--- src/rtl/enum_state_tracker.sv ---
// enum_state_tracker: locks onto the ts0->ts1->ts2 state stream, counts wraps, flags errors.
// Optional immediate assertions are compiled in with `define ENUM_TRACK_ASSERT_EN.
module enum_state_tracker #(
  parameter int CNT_W     = 8,
  parameter int ERR_LIMIT = 3
) (
  input  logic             clk,
  input  logic             rst_n,
  input  logic             sync_clr,
  input  logic             in_valid,
  input  logic [1:0]       in_state,
  output logic [1:0]       exp_state,
  output logic             locked,
  output logic             err,
  output logic [CNT_W-1:0] wrap_cnt,
  output logic [1:0]       bad_cnt
);

  typedef enum logic [1:0] {T_IDLE, T_LOCK, T_ERR} trk_t;

  localparam logic [1:0] TS0 = 2'd0;
  localparam logic [1:0] TS1 = 2'd1;
  localparam logic [1:0] TS2 = 2'd2;
  localparam logic [1:0] TS3 = 2'd3;
  localparam logic [2:0] LIM = 3'(ERR_LIMIT);
  localparam logic [CNT_W-1:0] ONE = CNT_W'(1);

  trk_t             state, state_n;
  logic [1:0]       last, last_n;
  logic [1:0]       exp_n, bad_n;
  logic [CNT_W-1:0] wrap_n;
  logic [2:0]       bad_inc;

  function automatic logic [1:0] next_ts(input logic [1:0] s);
    unique case (s)
      TS0:     next_ts = TS1;
      TS1:     next_ts = TS2;
      default: next_ts = TS0;
    endcase
  endfunction

  assign bad_inc = {1'b0, bad_cnt} + 3'd1;

  always_comb begin
    state_n = state;
    exp_n   = exp_state;
    last_n  = last;
    bad_n   = bad_cnt;
    wrap_n  = wrap_cnt;
    if (sync_clr) begin
      state_n = T_IDLE;
      exp_n   = TS0;
      last_n  = TS0;
      bad_n   = 2'd0;
      wrap_n  = '0;
    end else if (in_valid) begin
      unique case (state)
        T_IDLE: begin
          if (in_state == TS0) begin
            state_n = T_LOCK;
            last_n  = TS0;
            exp_n   = TS1;
          end else if (in_state == TS3) begin
            state_n = T_ERR;
          end
        end
        T_LOCK: begin
          // last and exp_state always differ and never hold ts3
          unique case (1'b1)
            (in_state == exp_state): begin
              last_n = in_state;
              exp_n  = next_ts(in_state);
              bad_n  = 2'd0;
              if (in_state == TS0 && !(&wrap_cnt))
                wrap_n = wrap_cnt + ONE;
            end
            (in_state == last): bad_n = 2'd0;
            (in_state == TS3):  state_n = T_ERR;
            default: begin
              bad_n = bad_inc[1:0];
              if (bad_inc >= LIM)
                state_n = T_ERR;
            end
          endcase
        end
        default: ;
      endcase
    end
  end

  always_ff @(posedge clk or negedge rst_n) begin
    if (!rst_n) begin
      state     <= T_IDLE;
      exp_state <= TS0;
      last      <= TS0;
      bad_cnt   <= 2'd0;
      wrap_cnt  <= '0;
      locked    <= 1'b0;
      err       <= 1'b0;
    end else begin
      state     <= state_n;
      exp_state <= exp_n;
      last      <= last_n;
      bad_cnt   <= bad_n;
      wrap_cnt  <= wrap_n;
      locked    <= (state_n == T_LOCK);
      err       <= (state_n == T_ERR);
    end
  end

`ifdef ENUM_TRACK_ASSERT_EN
  always @(*) begin
    assert (exp_state != 2'h3);
    assert (!(locked && err));
    assert ({1'b0, bad_cnt} < LIM || err);
    assert (state != 2'h3);
  end
`else
`endif

endmodule

--- config.mk ---
export PLATFORM = sky130hd
export DESIGN_NAME = enum_state_tracker
export DESIGN_NICKNAME = d
export VERILOG_FILES = /design/src/rtl/enum_state_tracker.sv
export SDC_FILE = /design/constraint.sdc
export NUM_CORES = 1
export LEC_CHECK = 0
export ABC_CLOCK_PERIOD_IN_PS = 2500
export CORE_MARGIN = 4
export CORE_UTILIZATION = 40
export CTS_BUF_LIST = sky130_fd_sc_hd__clkbuf_4 sky130_fd_sc_hd__clkbuf_8 sky130_fd_sc_hd__clkbuf_16
export DETAILED_ROUTE_END_ITERATION = 16
export HOLD_SLACK_MARGIN = 0.05
export PLACE_DENSITY = 0.7
export SLEW_MARGIN = 20
export SYNTH_ARGS = -nofsm -noshare
export SYNTH_HDL_FRONTEND = slang
export SYNTH_SLANG_ARGS = --single-unit
--- constraint.sdc ---
create_clock -name clk -period 2.5 [get_ports clk]
set_clock_uncertainty 0.1 [all_clocks]
set_input_delay 0.625 -clock clk [delete_from_list [all_inputs] [get_ports clk]]
set_output_delay 0.625 -clock clk [all_outputs]
set_load 0.1 [all_outputs]
Yosys cells after proc, flatten, opt, wreduce, memory -nomap -nowiden --
Index checks and enable logic that the tools add are counted.
Cells by class: add/sub/neg operators 2, order comparisons 1, equal/unequal tests 10, muxes and demuxes 27, reductions and logical operators 14
Operator list (number):
- $mux W8 | 5
- $mux W2 | 16
- $pmux W2 S2 | 6
- $add A8 B1 Y8 const B | 1
- $reduce_and A4 Y1 | 2
- $reduce_and A8 Y1 | 1
- $reduce_bool A2 Y1 | 4
- $eq A2 B1 Y1 const B | 3
- $ne A3 B3 Y1 const B | 2
- $eq A2 B2 Y1 | 2
- $eq A2 B2 Y1 const B | 2
- $logic_not A2 Y1 | 2
- $add A2 B1 Y3 const B | 1
- $ge A3 B2 Y1 const B | 1
- $reduce_and A3 Y1 | 1
- $reduce_bool A3 Y1 | 1
- $ne A2 B2 Y1 const B | 1
- $reduce_or A2 Y1 | 1
- $logic_and A1 B1 Y1 | 1
- $logic_not A1 Y1 | 1
Word-level totals: register bits after elaboration 18, bits of input ports 6

Logic depth before layout (Yosys ltp) --
depth after elaboration 8, depth in mapped cells 5, depth with buffers taken out 5

Worst setup path after synthesis --
No wires, ideal clock.
path type reg-to-reg, from reg exp_state[0], to reg wrap_cnt[5], library setup time 0.078 ns, arrival time 2.073 ns, required time 2.322 ns, setup slack 0.249 ns, stages on the path, launching flop included 5, buffers on the path 0, cell sequence dfrtp_1 -> nor4_4 -> o211ai_4 -> or4_1 -> a21oi_1
Between the ends: longest elaborated chain between the ends 3
Ends and longest elaborated chain:
- start: declaration | line 12 | output logic [1:0] exp_state,
- start signal: assignment | line 102 | exp_state <= exp_n;
- $eq A2 B2 Y1 | line 70 | (in_state == exp_state): begin
- $reduce_bool A2 Y1 (no line)
- $reduce_and A4 Y1 (no line)
- end signal: assignment | line 105 | wrap_cnt <= wrap_n;
- end: declaration | line 15 | output logic [CNT_W-1:0] wrap_cnt,
No other way between the ends. A chain may end at the register's enable or synchronous reset.

Worst setup path after layout --
from in in_state[1], to reg wrap_cnt[7]
Between the ends: longest elaborated chain between the ends 4
Ends and longest elaborated chain:
- start: declaration | line 11 | input logic [1:0] in_state,
- $logic_not A2 Y1 | line 74 | if (in_state == TS0 && !(&wrap_cnt))
- $logic_and A1 B1 Y1 | line 74
- $reduce_bool A2 Y1 (no line)
- $reduce_and A4 Y1 (no line) (*)
Mark *: on every way between the ends. The rest lies on a longest branch, timed or not.

==> results_tabular.tex <==
\begin{tabular}{lr}
\hline
Metric & Value \\
\hline
\multicolumn{2}{l}{\textbf{Routing}} \\
Routed wire length & approximately 2300 µm \\
Post-route antenna net violation count & 0 \\
Routed via count & 895 \\
Residual DRC count & 0 \\
Final routed wire length divided by cell count & 14.58 µm \\
Vias per Instance & $\sim$5.7 \\
Initial detailed-routing violation count & 27 \\
Pre-Repair DR Iteration Count & 4 \\
\multicolumn{2}{l}{\textbf{Critical path}} \\
Arrival time of the worst setup path & 2.38 ns \\
Top fanout value on the critical path & 9 \\
Kind of end point of the critical path & flop \\
Worst R2R Setup Slack & 0.57 ns \\
Data required time at the worst endpoint & 2.62 ns \\
CP Launch Type & input pin \\
R2r startpoint & exp\_state[0] \\
Worst setup path class & input pin to flop \\
Crit Reg-Reg Endpoint & wrap\_cnt[7] \\
Reg2Reg Depth & 4 \\
\multicolumn{2}{l}{\textbf{Logic synthesis}} \\
Count of different cell masters after synthesis & 35 \\
Share of the synthesized area in the top cell type & 45.17\% \\
Most frequent cells after synthesis & 18 x sky130\_fd\_sc\_hd\_\_dfrtp\_1, 8 x sky130\_fd\_sc\_hd\_\_a21oi\_1, 8 x sky130\_fd\_sc\_hd\_\_nand2\_1 \\
Most used standard cell by instance count after synthesis & sky130\_fd\_sc\_hd\_\_dfrtp\_1 \\
Post-synthesis cell count & 100 \\
Number of synthesized flops with an enable pin & 0 \\
Summed instance area of the synthesized netlist & 997.2 µm² \\
Biggest area contributors in the synthesized netlist & sky130\_fd\_sc\_hd\_\_dfrtp\_1 45\%, sky130\_fd\_sc\_hd\_\_nand4\_1 4.4\%, sky130\_fd\_sc\_hd\_\_a21oi\_1 4.0\% \\
Synth Warn \# & 0 \\
Most common flop cell mapped by yosys & sky130\_fd\_sc\_hd\_\_dfrtp\_1 \\
Synth Register Bits & 18 \\
Post-Syn Nets & approximately 110 \\
Register area share after synthesis & a little under half \\
Post-synth ARST share & 100.0\% \\
Synth area leader & sky130\_fd\_sc\_hd\_\_dfrtp\_1 \\
Average cell area after synthesis & roughly 10 µm² \\
\multicolumn{2}{l}{\textbf{Global route}} \\
Pin count of the biggest net entering global routing & 19 \\
Number of antenna violations at the first check in global routing & 0 \\
Via count of the first global-routing pass & 870 \\
Global router's overall resource usage & 14.78\% \\
Remaining global-route overflow & 0 \\
Wire length of the first global-routing pass & just under 4000 µm \\
\multicolumn{2}{l}{\textbf{Timing}} \\
Number of slew-limit violations in the final report & 0 \\
Max-Slew Margin vs Limit & 71.64\% \\
Tmin final & 2.257 ns \\
Unrepaired setup endpoints after global routing & false \\
Maximum frequency from static timing analysis & around 0.44 GHz \\
Worst slack on hold paths & 0.4650 ns \\
Final hold viol count & 0 \\
Transition time of the tightest slew-check pin & 0.4195 ns \\
Final worst path period share & 90.27\% \\
Final setup vio count & 0 \\
\multicolumn{2}{l}{\textbf{Cells and area}} \\
Number of antenna cells inserted & 0 \\
Net total in the final layout & between 100 and 150 \\
Final cell count without fillers & 156 \\
Relative area change from synthesis to final layout & 26.10\% \\
Ratio of cells with drive above 1 in the final layout & roughly a quarter \\
\multicolumn{2}{l}{\textbf{Die}} \\
Row count & 17 \\
Initial core utilization & 43.41\% \\
Number of top-level design ports & 20 \\
Horizontal extent of the die & 57.93 µm \\
Die Footprint & around 0.0034 mm² \\
Vertical die dimension & 57.93 µm \\
Core Box Area & between 0.002 and 0.0025 mm² \\
\multicolumn{2}{l}{\textbf{Placement}} \\
Routability congestion estimate from global placement & 0.8656 \\
Detail Placement HPWL & 1677 µm \\
Cell Count Post-Placement & 153 \\
Number of input and output port buffers inserted & 19 \\
\multicolumn{2}{l}{\textbf{Power and ir drop}} \\
Worst VDD drop & 320.4 µV \\
Pwr per Cell Area & 427.6 mW/mm² \\
Static leakage & between 0.5 and 0.6 nW \\
\multicolumn{2}{l}{\textbf{Clock network}} \\
CTS tree & done \\
Clock root cell & sky130\_fd\_sc\_hd\_\_clkbuf\_4 \\
Clock transition at the registers of the reported paths & 0.11 ns \\
Number of clock sinks seen by CTS & 18 \\
Clock Path Buffers & 2 \\
Cts-stage hold buffer count & 0 \\
Post-cts gate resize count & 0 \\
Number of buffers created by CTS & 3 \\
Clock latency of the later-clocked register in the worst-skew pair & around 0.3 ns \\
Post CTS Setup Buffer Count & 0 \\
H-tree lvl count & 1 \\
\multicolumn{2}{l}{\textbf{Flow run}} \\
MaxCap Viol Count & 0 \\
\multicolumn{2}{l}{\textbf{Hold path}} \\
Path type of the worst min-delay path & flop to flop \\
Sink of the worst hold path & exp\_state[0] \\
Worst min-delay path startpoint & state[0] \\
Cell count of the worst hold path & 1 \\
\multicolumn{2}{l}{\textbf{Outcome}} \\
Outcome & completed \\
\hline
\end{tabular}
layout by cell type, fill, tap and decap left out, types with 3 or more instances in the layout:
cell type and n:
sky130_fd_sc_hd__buf_4 24, sky130_fd_sc_hd__dfrtp_1 18, sky130_fd_sc_hd__nand2_1 8, sky130_fd_sc_hd__a21oi_1 8, sky130_fd_sc_hd__nand4_1 7, sky130_fd_sc_hd__o21ai_0 6
sky130_fd_sc_hd__inv_1 5, sky130_fd_sc_hd__nor2_1 5, sky130_fd_sc_hd__clkdlybuf4s50_1 5, sky130_fd_sc_hd__xnor2_1 4, sky130_fd_sc_hd__nand3_1 3, sky130_fd_sc_hd__clkbuf_4 3
area by class of cell:
class	count	area, µm²
multi-input cells	73	500.5
well taps	28	35.03
clock buffers	3	22.52
fillers	221	1040
repair buffers	29	230.2
inverters	5	18.77
flip-flops and latches	18	450.4
through the flow:
| step | power (mW) | setup TNS (ns) | area [µm²] | utilization (%) | worst slack (ns) |
|---|---|---|---|---|---|
| finish | 0.5377 | 0 | 1257 | 54.74 | 0.2432 |
| global route | 0.5649 | 0 | 1257 | 54.74 | 0.1364 |
| CTS | 0.5459 | 0 | 1257 | 54.74 | 0.2226 |
| detailed placement | 0.3964 | -0.1521 | 1235 | 53.76 | -0.05838 |
| global placement | 0.3948 | -0.05678 | 1235 | 53.76 | -0.03074 |
| floorplan | 0.3602 | 0 | 997.2 | - | 0.2490 |
state kept, by name (all words and copies together), names as in the netlist:
name,cells
err,1
last,2
wrap_cnt,8
exp_state,2
locked,1
bad_cnt,2
state,2
where the power goes:
group | internal, mW | leakage [nW] | switching, mW | total, mW
Clock | 0.0561 | 0.0138 | 0.0914 | 0.148
Combinational | 0.0318 | 0.311 | 0.0573 | 0.0891
Sequential | 0.296 | 0.249 | 0.00544 | 0.301
layer usage:
layer	track usage [%]	vias up	share of wire, %	routed length (µm)
met3	3.563	5	4.1	93
li1	-	442	-	-
met4	6.954	0	1.9	44
met2	24.19	21	51	1164
met5	0	-	0	0
met1	18.23	427	43	972
worst max-delay path, cell delays in order:
cell and delay (ns):
sky130_fd_sc_hd__clkdlybuf4s50_1 0.59, sky130_fd_sc_hd__nor4_4 0.31, sky130_fd_sc_hd__o211ai_4 0.16, sky130_fd_sc_hd__or4_1 0.52, sky130_fd_sc_hd__a21oi_1 0.16
logic make-up (layout without fill, tap and decap cells):
| family | Yosys count | count (layout) | synth area share (%) |
|---|---|---|---|
| compound gates | 27 | 27 | 19.07 |
| buf+inv | 9 | 37 | 4.642 |
| mux | 1 | 1 | 1.004 |
| fa+ha+maj | 1 | 1 | 1.255 |
| simple gates | 38 | 38 | 23.59 |
| xor+xnor | 6 | 6 | 5.270 |
| flops | 18 | 18 | 45.17 |
how the worst max path moves through the flow:
stage	start	to	slack [ns]	cells past startpoint
5_1_grt	in_state[1]	wrap_cnt[7]	0.14	5
3_5_place_dp	in_state[1]	wrap_cnt[7]	-0.06	5
6_report	in_state[1]	wrap_cnt[7]	0.24	5
3_3_place_gp	in_state[1]	wrap_cnt[7]	-0.03	5
2_1_floorplan	exp_state[0]	wrap_cnt[5]	0.25	4
4_1_cts	in_state[1]	wrap_cnt[7]	0.22	5
Power figures use the tool's default switching activity.
==> RTL change 1, RTL diff (same flow settings) <==
Encoding of `trk_t`: now one-hot (3 bits for 3 values).
--- a/src/rtl/enum_state_tracker.sv
+++ b/src/rtl/enum_state_tracker.sv
@@ -18,3 +18,3 @@
 
-  typedef enum logic [1:0] {T_IDLE, T_LOCK, T_ERR} trk_t;
+  typedef enum logic [2:0] {T_IDLE = 3'b001, T_LOCK = 3'b010, T_ERR = 3'b100} trk_t;
 
Formal check against the unedited RTL: same outputs for any inputs over 10 cycles, from zero or initial values and one cycle with rst_n low; not proved beyond that.
==> RTL change 1 against the unedited design <==
- non-clock buffer count stayed put
- hold slack lost 0.051 ns
- cell area rose by 14%
- routed wire length is 25% higher
- area after synthesis increased by 20%
- sequential cell count rose by 1
- total power grew 12%
- largest cell class unchanged
- clock power rose by 4%
- critical path depth up 1
- worst setup slack got worse by 0.13 ns
==> RTL change 1: results <==
metrics = {
    "yosys": {
        "synth_adder_area_share_pct": 1.05,
        "ys_top_cells_by_area": "sky130_fd_sc_hd__dfrtp_1 38%, sky130_fd_sc_hd__a21oi_1 3.4%, sky130_fd_sc_hd__nand2_1 2.8%, sky130_fd_sc_hd__xnor2_2 2.7%, sky130_fd_sc_hd__o21ai_0 2.5%",
        "synth_seq_area_share_pct": 40.0,
        "fraction_of_synthesized_area_in_multiplexers_pct": 1.78,
        "synth-compound-area-share_pct": 19.7,
        "synth.lib_cells_used.distinct": 49,
        "synthXorXnorAreaFrac_pct": 4.93,
    },
    "power": {
        "power.clock.total_mw": 0.154,
        "swShare_pct": 29.9,
        "leakage_nw": 0.590,
        "seq_power_mw": 0.328,
        "powerComb_mw": 0.118,
        "irDropWorstVdd_uv": 270,
    },
    "sta": {
        "slew-limit-headroom_pct": 62.2,
    },
    "global_routing": {
        "first_global_vias": 1041,
    },
    "placement": {
        "placed_area_um2": 1410,
        "place.gp.congestion": 0.825,
        "place_inst": 174,
        "hpwlAfterDp_um": 2140,
    },
    "critical_path": {
        "crit_fanout": 6,
        "worstPathArrival_ns": 2.50,
    },
    "status": {
        "status": "finished, final reports clean",
    },
    "layout": {
        "final_nets": 155,
        "fillers": 266,
    },
    "routing": {
        "post_drt_wl_per_cell_um": 15.9,
    },
}
[RTL change 1: area by class of cell]
cell class	count	share of cell area (%)
clock inverters	1	0.349
inverters	5	1.31
well taps	31	2.71
multi-input cells	90	44.7
repair buffers	29	16.1
clock buffers	3	1.57
flip-flops and latches	19	33.3
[RTL change 1: worst paths after layout]
kind	startpoint	to	depth (start not counted)
max	in_state[0]	exp_state[1]	6
min	wrap_cnt[6]	wrap_cnt[6]	1
max reg2reg	state[0]	exp_state[1]	4
min reg2reg	wrap_cnt[6]	wrap_cnt[6]	1
max in group asynchronous	rst_n	state[0]	2
min in group asynchronous	rst_n	state[1]	2
[RTL change 1: layer usage]
layer / global-route usage (%) / part of all wire [%] / wire length (µm)
met1: 19.1 / 45 / 1280
met5: 0 / 0 / 0
met3: 3.78 / 3.6 / 103
met4: 2.48 / 0.49 / 14
met2: 26.9 / 51 / 1440
==> RTL change 2, RTL diff (same settings) <==
Without the edit above. The parameter `CNT_W` goes from 8 to 10.
--- a/src/rtl/enum_state_tracker.sv
+++ b/src/rtl/enum_state_tracker.sv
@@ -3,3 +3,3 @@
 module enum_state_tracker #(
-  parameter int CNT_W     = 8,
+  parameter int CNT_W     = 10,
   parameter int ERR_LIMIT = 3
Interface: changed (resized wrap_cnt); port bits go from 20 to 22. No check against the original RTL was run, so the function may have changed too.
==> RTL change 2 against the unedited design <==
- total power increased by 5.2%
- largest power group unchanged
- routed wire length increased by 3.6%
- area after synthesis increased by 9.7%
- cell area increased by 6.8%
- sequential cell count increased by 2
- utilization decreased by 2.0 points
- critical path type unchanged
- worst setup slack improved by 0.017 ns
==> RTL change 2: results <==
metrics = {
    "status": {
        "status": "finished, final reports clean",
    },
    "global_routing": {
        "global_route.usage.total_pct": 14.0,
        "first_global_vias": 885,
        "grt_util_met1_pct": 17.2,
        "met3_track_demand_over_resource_in_global_routing_pct": 2.81,
    },
    "yosys": {
        "synth_top_cells_by_count": "20 x sky130_fd_sc_hd__dfrtp_1, 14 x sky130_fd_sc_hd__nor2_1, 7 x sky130_fd_sc_hd__nand2_1, 7 x sky130_fd_sc_hd__nand3_1, 7 x sky130_fd_sc_hd__xnor2_1",
        "synth_seq_area_share_pct": 45.8,
        "synth.lib_cells_used.distinct": 36,
    },
    "layout": {
        "largest_register_ff_count": 10,
        "fillers": 243,
        "final_nets": 149,
    },
    "placement": {
        "hpwlAfterDp_um": 1880,
        "place.gp.congestion": 0.858,
        "post-place-ws_ns": -0.0369,
    },
    "routing": {
        "dr_wl_met2_um": 1150,
        "vias": 932,
        "initialDrtViolationCount": 37,
    },
    "critical_path": {
        "rr_startpoint": "wrap_cnt[0]",
        "worst_r2r_endpoint": "wrap_cnt[6]",
        "crit_fanout": 8,
        "crit_end": "exp_state[1]",
    },
    "power": {
        "comb_power_share_pct": 15.5,
        "pwr-share-clk_pct": 25.7,
        "irDropWorstVdd_uv": 245,
        "leakage_nw": 0.619,
    },
    "sta": {
        "whs_ns": 0.468,
        "setup_ws_ns": 0.261,
    },
}
-- RTL change 2: worst min path at each step --
stage	cells after the start	startpoint	to
final	1	last[1]	last[1]
after global routing	1	last[1]	last[1]
after CTS	1	last[1]	last[1]
after detailed placement	1	last[1]	last[1]
after global placement	1	last[0]	last[0]
after floorplan	0	rst_n	bad_cnt[0]
-- RTL change 2: worst max-delay path, stage by stage --
cell and delay, ns:
sky130_fd_sc_hd__clkdlybuf4s50_1 0.65, sky130_fd_sc_hd__xor2_1 0.14, sky130_fd_sc_hd__o21ai_0 0.22, sky130_fd_sc_hd__a22oi_1 0.18
sky130_fd_sc_hd__nand2b_1 0.22, sky130_fd_sc_hd__o41ai_1 0.30
-- RTL change 2: layout make-up --
type	count	area (µm²)	share of cell area (%)
tap	30	37.5	2.80
timing repair buffer	27	215	16.0
inverter	3	11.3	0.839
clock buffer	3	22.5	1.68
sequential	20	500	37.3
multi-input combinational	87	556	41.4
-- RTL change 2: per-stage QoR --
step | instances | setup TNS (ns) | power, mW | instance area, µm²
after CTS | 170 | 0 | 0.572 | 1340
final | 170 | 0 | 0.566 | 1340
after global placement | 167 | 0 | 0.426 | 1320
after global routing | 170 | 0 | 0.596 | 1340
after detailed placement | 167 | -0.143 | 0.427 | 1320
after floorplan | 114 | 0 | 0.395 | 1090
-- RTL change 2: logic make-up (layout without fill, tap and decap cells) --
logic type / count (synthesis) / after routing / synth area share [%]
muxes: 1 / 1 / 0.915
adders and majority gates: 1 / 1 / 1.14
AOI/OAI and AO/OA: 20 / 20 / 12.4
DFF: 20 / 20 / 45.8
buffers and inverters: 7 / 33 / 3.43
and+or+nand+nor: 53 / 53 / 26.8
xor gates and xnor gates: 12 / 12 / 9.61
